[config.mk]
export PLATFORM = sky130hd
export DESIGN_NAME = mem_port_arbiter_flat
export DESIGN_NICKNAME = d
export VERILOG_FILES = /design/src/rtl/mem_port_arbiter_pkg.sv /design/src/rtl/mem_port_arbiter_if.sv /design/src/rtl/mem_port_arbiter.sv /design/src/flat_wrapper.sv
export SDC_FILE = /design/constraint.sdc
export NUM_CORES = 1
export LEC_CHECK = 0
export CORE_AREA = 2 2 80 82
export DETAILED_ROUTE_END_ITERATION = 10
export DIE_AREA = 0 0 82 84
export GPL_TIMING_DRIVEN = 0
export PLACE_DENSITY = 0.9
export SETUP_SLACK_MARGIN = 0.02
export SLEW_MARGIN = 20
export SYNTH_ARGS = -nofsm -noshare
export SYNTH_HDL_FRONTEND = slang
export SYNTH_SLANG_ARGS = --single-unit
[constraint.sdc]
create_clock -name clk -period 4.2 [get_ports clk]
set_input_delay 0.84 -clock clk [delete_from_list [all_inputs] [get_ports clk]]
set_output_delay 0.84 -clock clk [all_outputs]
set_load 0.1 [all_outputs]
[src/rtl/mem_port_arbiter_pkg.sv]
// Shared types and constants for the fetch / load-store memory port arbiter.
//   word_t      : 32-bit instruction/data word
//   pc_t        : 9-bit word address (default ADDR_WIDTH)
//   mem_owner_t : which requester owns the read data returning next cycle
package mem_port_arbiter_pkg;

  localparam int unsigned WORD_WIDTH = 32;
  localparam int unsigned PC_WIDTH   = 9;
  localparam int unsigned STRB_WIDTH = WORD_WIDTH / 8;
  // Wide enough for MAX_DATA_BURST up to 15
  localparam int unsigned CNT_WIDTH  = 4;
  localparam int          MEM_LATENCY = 1;

  typedef logic [WORD_WIDTH-1:0] word_t;
  typedef logic [PC_WIDTH-1:0]   pc_t;
  typedef logic [STRB_WIDTH-1:0] strb_t;

  typedef enum logic [1:0] {
    OWN_NONE,
    OWN_FETCH,
    OWN_LOAD
  } mem_owner_t;

endpackage : mem_port_arbiter_pkg

[src/rtl/mem_port_arbiter_if.sv]
// Bundle of the fetch request/response, load-store request/response and
// memory-side signals around the arbiter.
//   slave  : the arbiter (accepts requests, drives the memory)
//   master : pipeline front/back ends plus the RAM
interface mem_port_arbiter_if
  import mem_port_arbiter_pkg::*;
#(
  parameter int unsigned ADDR_WIDTH = PC_WIDTH
);

  // Instruction fetch
  logic                  if_req_valid;
  logic                  if_req_ready;
  logic [ADDR_WIDTH-1:0] if_req_addr;
  logic                  if_flush;
  logic                  if_rsp_valid;
  word_t                 if_rsp_data;

  // Load / store
  logic                  dm_req_valid;
  logic                  dm_req_ready;
  logic [ADDR_WIDTH-1:0] dm_req_addr;
  logic                  dm_req_we;
  strb_t                 dm_req_strb;
  word_t                 dm_req_wdata;
  logic                  dm_rsp_valid;
  word_t                 dm_rsp_data;

  // Memory
  logic                  mem_en;
  strb_t                 mem_we;
  logic [ADDR_WIDTH-1:0] mem_addr;
  word_t                 mem_wdata;
  word_t                 mem_rdata;

  modport slave (
    input  if_req_valid, if_req_addr, if_flush,
    output if_req_ready, if_rsp_valid, if_rsp_data,
    input  dm_req_valid, dm_req_addr, dm_req_we, dm_req_strb, dm_req_wdata,
    output dm_req_ready, dm_rsp_valid, dm_rsp_data,
    output mem_en, mem_we, mem_addr, mem_wdata,
    input  mem_rdata
  );

  modport master (
    output if_req_valid, if_req_addr, if_flush,
    input  if_req_ready, if_rsp_valid, if_rsp_data,
    output dm_req_valid, dm_req_addr, dm_req_we, dm_req_strb, dm_req_wdata,
    input  dm_req_ready, dm_rsp_valid, dm_rsp_data,
    input  mem_en, mem_we, mem_addr, mem_wdata,
    output mem_rdata
  );

endinterface : mem_port_arbiter_if

[src/rtl/mem_port_arbiter.sv]
// Shares one single-port synchronous word RAM between instruction fetch and
// load/store. One grant per cycle, data-over-fetch priority with a starvation
// guard, read data returned the cycle after the grant.
// Ports:
//   clk     : system clock
//   reset_n : asynchronous active-low reset
//   bus     : mem_port_arbiter_if.slave (requests, responses, memory drive)
module mem_port_arbiter
  import mem_port_arbiter_pkg::*;
#(
  parameter int unsigned ADDR_WIDTH     = PC_WIDTH,
  parameter int unsigned MAX_DATA_BURST = 4
) (
  input logic                clk,
  input logic                reset_n,
  mem_port_arbiter_if.slave  bus
);

  localparam logic [CNT_WIDTH-1:0] MAX_CNT = CNT_WIDTH'(MAX_DATA_BURST);

  mem_owner_t           owner_q, owner_d;
  logic [CNT_WIDTH-1:0] cnt_q, cnt_d;

  logic fetch_starved_c;
  logic dm_grant_c;
  logic if_grant_c;

  // Owner and starvation counter registers
  always_ff @(posedge clk or negedge reset_n) begin
    if (!reset_n) begin
      owner_q <= OWN_NONE;
      cnt_q   <= '0;
    end else begin
      owner_q <= owner_d;
      cnt_q   <= cnt_d;
    end
  end

  // Arbitration, counter/owner next state and memory drive
  always_comb begin
    fetch_starved_c = 1'b0;
    dm_grant_c      = 1'b0;
    if_grant_c      = 1'b0;
    cnt_d           = cnt_q;
    owner_d         = OWN_NONE;
    bus.mem_en      = 1'b0;
    bus.mem_we      = '0;
    bus.mem_addr    = bus.dm_req_addr;
    bus.mem_wdata   = bus.dm_req_wdata;

    // A waiting fetch that has seen MAX_DATA_BURST data grants takes priority
    fetch_starved_c = bus.if_req_valid && !bus.if_flush && (cnt_q == MAX_CNT);
    dm_grant_c      = reset_n && bus.dm_req_valid && !fetch_starved_c;
    if_grant_c      = reset_n && bus.if_req_valid && !bus.if_flush && !dm_grant_c;

    if (!bus.if_req_valid || if_grant_c) begin
      cnt_d = '0;
    end else if (dm_grant_c && (cnt_q != MAX_CNT)) begin
      cnt_d = cnt_q + CNT_WIDTH'(1);
    end

    if (if_grant_c) begin
      owner_d = OWN_FETCH;
    end else if (dm_grant_c && !bus.dm_req_we) begin
      owner_d = OWN_LOAD;
    end

    if (dm_grant_c) begin
      bus.mem_en = 1'b1;
      if (bus.dm_req_we) begin
        bus.mem_we = bus.dm_req_strb;
      end
    end else if (if_grant_c) begin
      bus.mem_en   = 1'b1;
      bus.mem_addr = bus.if_req_addr;
    end
  end

  assign bus.dm_req_ready = dm_grant_c;
  assign bus.if_req_ready = if_grant_c;

  // A redirect in the response cycle drops the fetch data; the read is still spent
  assign bus.if_rsp_valid = (owner_q == OWN_FETCH) && !bus.if_flush;
  assign bus.dm_rsp_valid = (owner_q == OWN_LOAD);
  assign bus.if_rsp_data  = bus.mem_rdata;
  assign bus.dm_rsp_data  = bus.mem_rdata;

endmodule : mem_port_arbiter

[src/flat_wrapper.sv]
// flat-port wrapper written by rule: the top's interface ports become plain ports
module mem_port_arbiter_flat import mem_port_arbiter_pkg::*;
#(
  parameter int unsigned ADDR_WIDTH     = PC_WIDTH,
  parameter int unsigned MAX_DATA_BURST = 4
)
  (clk, reset_n, bus_if_req_valid, bus_if_req_addr, bus_if_flush, bus_if_req_ready, bus_if_rsp_valid, bus_if_rsp_data, bus_dm_req_valid, bus_dm_req_addr, bus_dm_req_we, bus_dm_req_strb, bus_dm_req_wdata, bus_dm_req_ready, bus_dm_rsp_valid, bus_dm_rsp_data, bus_mem_en, bus_mem_we, bus_mem_addr, bus_mem_wdata, bus_mem_rdata);
  mem_port_arbiter_if #(.ADDR_WIDTH(ADDR_WIDTH)) bus_i ();
  input logic clk;
  input logic reset_n;
  input wire logic [$bits(bus_i.if_req_valid)-1:0] bus_if_req_valid;
  input wire logic [$bits(bus_i.if_req_addr)-1:0] bus_if_req_addr;
  input wire logic [$bits(bus_i.if_flush)-1:0] bus_if_flush;
  output wire logic [$bits(bus_i.if_req_ready)-1:0] bus_if_req_ready;
  output wire logic [$bits(bus_i.if_rsp_valid)-1:0] bus_if_rsp_valid;
  output wire logic [$bits(bus_i.if_rsp_data)-1:0] bus_if_rsp_data;
  input wire logic [$bits(bus_i.dm_req_valid)-1:0] bus_dm_req_valid;
  input wire logic [$bits(bus_i.dm_req_addr)-1:0] bus_dm_req_addr;
  input wire logic [$bits(bus_i.dm_req_we)-1:0] bus_dm_req_we;
  input wire logic [$bits(bus_i.dm_req_strb)-1:0] bus_dm_req_strb;
  input wire logic [$bits(bus_i.dm_req_wdata)-1:0] bus_dm_req_wdata;
  output wire logic [$bits(bus_i.dm_req_ready)-1:0] bus_dm_req_ready;
  output wire logic [$bits(bus_i.dm_rsp_valid)-1:0] bus_dm_rsp_valid;
  output wire logic [$bits(bus_i.dm_rsp_data)-1:0] bus_dm_rsp_data;
  output wire logic [$bits(bus_i.mem_en)-1:0] bus_mem_en;
  output wire logic [$bits(bus_i.mem_we)-1:0] bus_mem_we;
  output wire logic [$bits(bus_i.mem_addr)-1:0] bus_mem_addr;
  output wire logic [$bits(bus_i.mem_wdata)-1:0] bus_mem_wdata;
  input wire logic [$bits(bus_i.mem_rdata)-1:0] bus_mem_rdata;
  assign bus_i.if_req_valid = bus_if_req_valid;
  assign bus_i.if_req_addr = bus_if_req_addr;
  assign bus_i.if_flush = bus_if_flush;
  assign bus_if_req_ready = bus_i.if_req_ready;
  assign bus_if_rsp_valid = bus_i.if_rsp_valid;
  assign bus_if_rsp_data = bus_i.if_rsp_data;
  assign bus_i.dm_req_valid = bus_dm_req_valid;
  assign bus_i.dm_req_addr = bus_dm_req_addr;
  assign bus_i.dm_req_we = bus_dm_req_we;
  assign bus_i.dm_req_strb = bus_dm_req_strb;
  assign bus_i.dm_req_wdata = bus_dm_req_wdata;
  assign bus_dm_req_ready = bus_i.dm_req_ready;
  assign bus_dm_rsp_valid = bus_i.dm_rsp_valid;
  assign bus_dm_rsp_data = bus_i.dm_rsp_data;
  assign bus_mem_en = bus_i.mem_en;
  assign bus_mem_we = bus_i.mem_we;
  assign bus_mem_addr = bus_i.mem_addr;
  assign bus_mem_wdata = bus_i.mem_wdata;
  assign bus_i.mem_rdata = bus_mem_rdata;
  mem_port_arbiter #(.ADDR_WIDTH(ADDR_WIDTH), .MAX_DATA_BURST(MAX_DATA_BURST)) u_core (.clk(clk), .reset_n(reset_n), .bus(bus_i));
endmodule
# Yosys cells after proc, flatten, opt, wreduce, memory -nomap -nowiden

Index checks and enable logic that the tools add are counted.

Bits of input ports: 92
Output and inout bits: 114
Register bits after elaboration: 6
Logic and storage cells: 34

Reduce and logical (&&, ||, !) cells: 17
$add $sub $neg: 1
Equal/unequal tests: 4
Multiplexer cells: 10

Operator list:

| kind                                                                     | count |
|---|---|
| 9-bit two-way mux                                                        | 2 |
| 4-bit two-way mux                                                        | 4 |
| 1-bit logical AND                                                        | 10 |
| 1-bit logical NOT                                                        | 5 |
| 4-bit by 1-bit adder with 4-bit output (second input constant)           | 1 |
| 4-bit by 3-bit == test with 1-bit output (second input constant)         | 1 |
| 2-bit two-way mux                                                        | 2 |
| 4-bit by 3-bit inequality test with 1-bit output (second input constant) | 1 |
| 2-bit by 1-bit == test with 1-bit output (second input constant)         | 1 |
| 2-bit == test (second input constant)                                    | 1 |
| 1-bit two-way mux                                                        | 2 |
| 2-bit nonzero test                                                       | 1 |
| 1-bit logical OR                                                         | 1 |

# Longest topological paths before layout

Depth in word-level cells: 9
Depth in mapped cells: 5
Mapped depth without buffers: 5

# Worst setup path after synthesis

OpenSTA, ideal clock, no wires.

Kind: input port to output port
From: in bus_if_req_valid
To: out bus_mem_we[0]
Path buffers: 0
Slack: -0.263 ns
Cell stages on the path: 2
Required time: 3.360 ns
Arrival: 3.623 ns
Cell sequence: a31oi_1 > and3_1

Cells in the longest elaborated chain, start to end: 5

RTL lines:

| what                           | line                   | source |
|---|---|---|
| start, declared                | flat_wrapper.sv:11     | `input wire logic [$bits(bus_i.if_req_valid)-1:0] bus_if_req_valid;` |
| 1-bit logical AND (2 in a row) | mem_port_arbiter.sv:52 | `fetch_starved_c = bus.if_req_valid && !bus.if_flush && (cnt_q == MAX_CNT);` |
| 1-bit logical NOT              | mem_port_arbiter.sv:53 | `dm_grant_c = reset_n && bus.dm_req_valid && !fetch_starved_c;` |
| 1-bit logical AND              | mem_port_arbiter.sv:53 |  |
| 4-bit two-way mux              | mem_port_arbiter.sv:68 | `if (dm_grant_c) begin` |
| end, declared                  | flat_wrapper.sv:26     | `output wire logic [$bits(bus_i.mem_we)-1:0] bus_mem_we;` |

Every way passes these cells.

# Worst setup path in the final report

From: in reset_n
To: out bus_if_req_ready

Cells in the longest elaborated chain, start to end: 4
Elaborated cells between the ends (all ways): 6
Classes of those cells: 6 x reduce/logical

RTL lines:

| what                           | line                   | source |
|---|---|---|
| start, declared                | flat_wrapper.sv:10     | `input logic reset_n;` |
| 1-bit logical AND (2 in a row) | mem_port_arbiter.sv:53 |  |
| 1-bit logical NOT              | mem_port_arbiter.sv:54 | `if_grant_c = reset_n && bus.if_req_valid && !bus.if_flush && !dm_grant_c;` |
| 1-bit logical AND (*)          | mem_port_arbiter.sv:54 |  |
| end, declared                  | flat_wrapper.sv:14     | `output wire logic [$bits(bus_i.if_req_ready)-1:0] bus_if_req_ready;` |

Every way passes the cells marked *; elsewhere a longest branch is shown, timed or not.

==> summary.txt <==
Route
  – DR vias/cell: 3.85
  – DRC Markers: 0
  – Initial DRT Pass Iterations: 4
  – Antenna Nets Post-Route: 0
  – Vias: 1416
  – Post-DR wirelength/cell: 11.1 um
  – Routed WL: 4.07 mm
  – Initial DRC Count: 4

Global routing
  – Total grt overflow: 0
  – Initial antenna violation count: 0
  – Largest net degree at the start of global routing: 12
  – Number of global-route vias before repair: 1390
  – First-pass GRT wire length: 5.72 mm
  – Tot GR Track Use: 10.4%

Synth
  – Syn_nets: 241
  – #FFs+latches synth: 6
  – Syn. warnings: 0
  – Post-synth cell types: 23
  – Synth top area share: 58.1%
  – Post-Syn Area: 0.00124 mm2
  – Largest area contributor in the netlist: buf_4
  – Post-synthesis sequential area ratio: 12.1%
  – Top cells by area, synth: buf_4, dfrtp_1, mux2_2
  – Synth Instances: 147
  – Mean Syn Cell Area: 8.43 um2

Die
  – Core area: 0.00610 mm2
  – # rows: 29
  – Starting Density: 20.3%
  – Die height: 84 um
  – Die X: 82 um
  – Die area: 0.00689 mm2
  – I/O Pins: 206

Run status
  – Status: finished clean

Power
  – Leak: 1.28 nW
  – Pwr per Cell Area: 287 mW/mm2
  – Maximum vdd drop: 0.170 mV

Setup path
  – Crit path max fanout: 11
  – Slowest cell on crit path: dlygate4sd2_1
  – Peak per-stage delay on the critical path: 0.91 ns
  – Crit path buffers/inverters: 2
  – CP arrival: 3.19 ns
  – Required time worst endpoint: 3.36 ns
  – CP startpoint kind: primary input
  – Family with the most delay on the worst path: buffers and inverters
  – Critical path, cell by cell: clkdlybuf4s50_1 -> nand3b_4 -> a31oi_4 -> dlygate4sd2_1
  – CP endpoint kind: output port
  – Worst setup path class: in -> out

Timing
  – RSZ-0062 raised after global routing: false
  – Hold Violations, Final: 0
  – Slew HR: 34.1%
  – Final worst path period share: 96.0%
  – Fmax: 0.248 GHz
  – Final hold slack: 0.606 ns
  – Max Slew Vio Count: 0
  – Final-report setup violation count: 0
  – Worst Clk Skew: 0.00226 ns
  – Slew of the pin with the lowest slew margin: 0.986 ns
  – Final WS setup: 0.167 ns
  – Post-route minimum period: 4.03 ns

Final layout
  – Layout overhead on the synthesized area: 124%
  – Commonest non-fill, non-tap cell in the layout: clkdlybuf4s50_1
  – # diodes: 0
  – Share of cells above drive strength 1: 43.6%
  – Most frequent cells in the layout: clkdlybuf4s50_1, buf_4, mux2_2
  – Final instance area: 0.00278 mm2
  – Final Util: 45.6%
  – Nets@finish: 387

CTS
  – CTS Sinks: 6
  – Setup bufs post-CTS: 0
  – CTS tree: yes
  – Clock root buffer: clkbuf_8
  – CTS clk-pin slew, worst paths: 0.04 ns
  – Clk buf depth: 2
  – Hold-fix buffers, CTS: 0
  – TritonCTS buffer count: 3
  – H-tree depth: 1
  – Clk_lat worst skew: 0.22 ns

Worst hold path
  – Hold Path Class: reg -> reg

Place
  – Cell Area, Placed: 0.00275 mm2
  – Gpl congestion: 0.804
  – Dpl ws: -0.356 ns
  – Port-buffer cells: 141
  – DP HPWL: 3.71 mm

Run
  – Max cap viols: 0
-- synthesized netlist by cell type --
cell / n
buf_4: 96
mux2_2: 9
dfrtp_1: 6
and3_1: 4
inv_1: 4
nand3b_1: 3
a31oi_1: 2
ha_1: 2
nand2_1: 2
nand3_1: 2
nand4_1: 2
nor2b_1: 2
o21ai_0: 2
or4_1: 2
a211o_2: 1
a21oi_1: 1
a31oi_4: 1
and3b_2: 1
nand2_4: 1
nand3b_4: 1
nor3b_1: 1
o211ai_1: 1
o31ai_1: 1
-- stage by stage --
step / total power [mW] / TNS [ns] / cells
final: 0.797 / 0 / 368
after global routing: 0.820 / 0 / 368
after CTS: 0.804 / -0.0848 / 368
after detailed placement: 0.719 / -4.04 / 365
after global placement: 0.715 / -3.88 / 365
after floorplan: 0.579 / 0 / 147
-- layer usage --
metal,global-route usage (%),wire length (um),vias up
met3,4.65,686,4
met5,0,0,-
li1,-,-,676
met2,21.1,2180,119
met1,8.58,1170,617
met4,2.73,34,0
-- tightest hold or removal path: cells and delay by family (launching register included) --
family	cells	cell delay, ns
flip-flops	1	0.40
buffers and inverters	1	0.08
AO/OA/AOI/OAI	1	0.08
-- flip-flops by register name, summed over array words and instances (netlist names) --
name            cells
u_core.cnt_q        4
u_core.owner_q      2
-- where the power goes --
part           total, mW  switching, mW  internal (mW)
Sequential        0.0612        0.00133         0.0599
Clock             0.0847         0.0233         0.0614
Combinational      0.651          0.476          0.175
Total              0.797          0.501          0.296
-- layout make-up --
cell class	instances	area [um2]
Buffer	96	721
Clock buffer	3	41.3
Fill cell	578	3320
Inverter	4	15.0
Multi-Input combinational cell	41	360
Sequential cell	6	150
Tap cell	77	96.3
Timing Repair Buffer	141	1390
-- cell families after synthesis --
family	after synthesis	synth area share (%)
buffers and inverters	100	59.3
and+or+nand+nor	21	12.4
AOI/OAI and AO/OA	9	5.95
muxes	9	8.17
DFF	6	12.1
adders and majority gates	2	2.02
-- worst paths after layout --
path	from	endpoint	slack, ns	cells after the start
worst max-delay path	reset_n	bus_if_req_ready	0.17	4
worst min-delay path	u_core.cnt_q[0]$_DFFE_PN0P_	u_core.cnt_q[0]$_DFFE_PN0P_	0.61	2
worst max register to register	u_core.cnt_q[0]$_DFFE_PN0P_	u_core.cnt_q[3]$_DFFE_PN0P_	2.57	5
worst min register to register	u_core.cnt_q[0]$_DFFE_PN0P_	u_core.cnt_q[0]$_DFFE_PN0P_	0.61	2
max in group asynchronous	reset_n	u_core.owner_q[0]$_DFF_PN0_	2.78	1
min in group asynchronous	reset_n	u_core.cnt_q[2]$_DFFE_PN0P_	1.02	1
-- timing repair --
item	CTS	global route
gates resized for setup	31	10
gates cloned	0	0
setup endpoints to repair	15	5
Note: power is estimated with default switching activity, not from simulation.
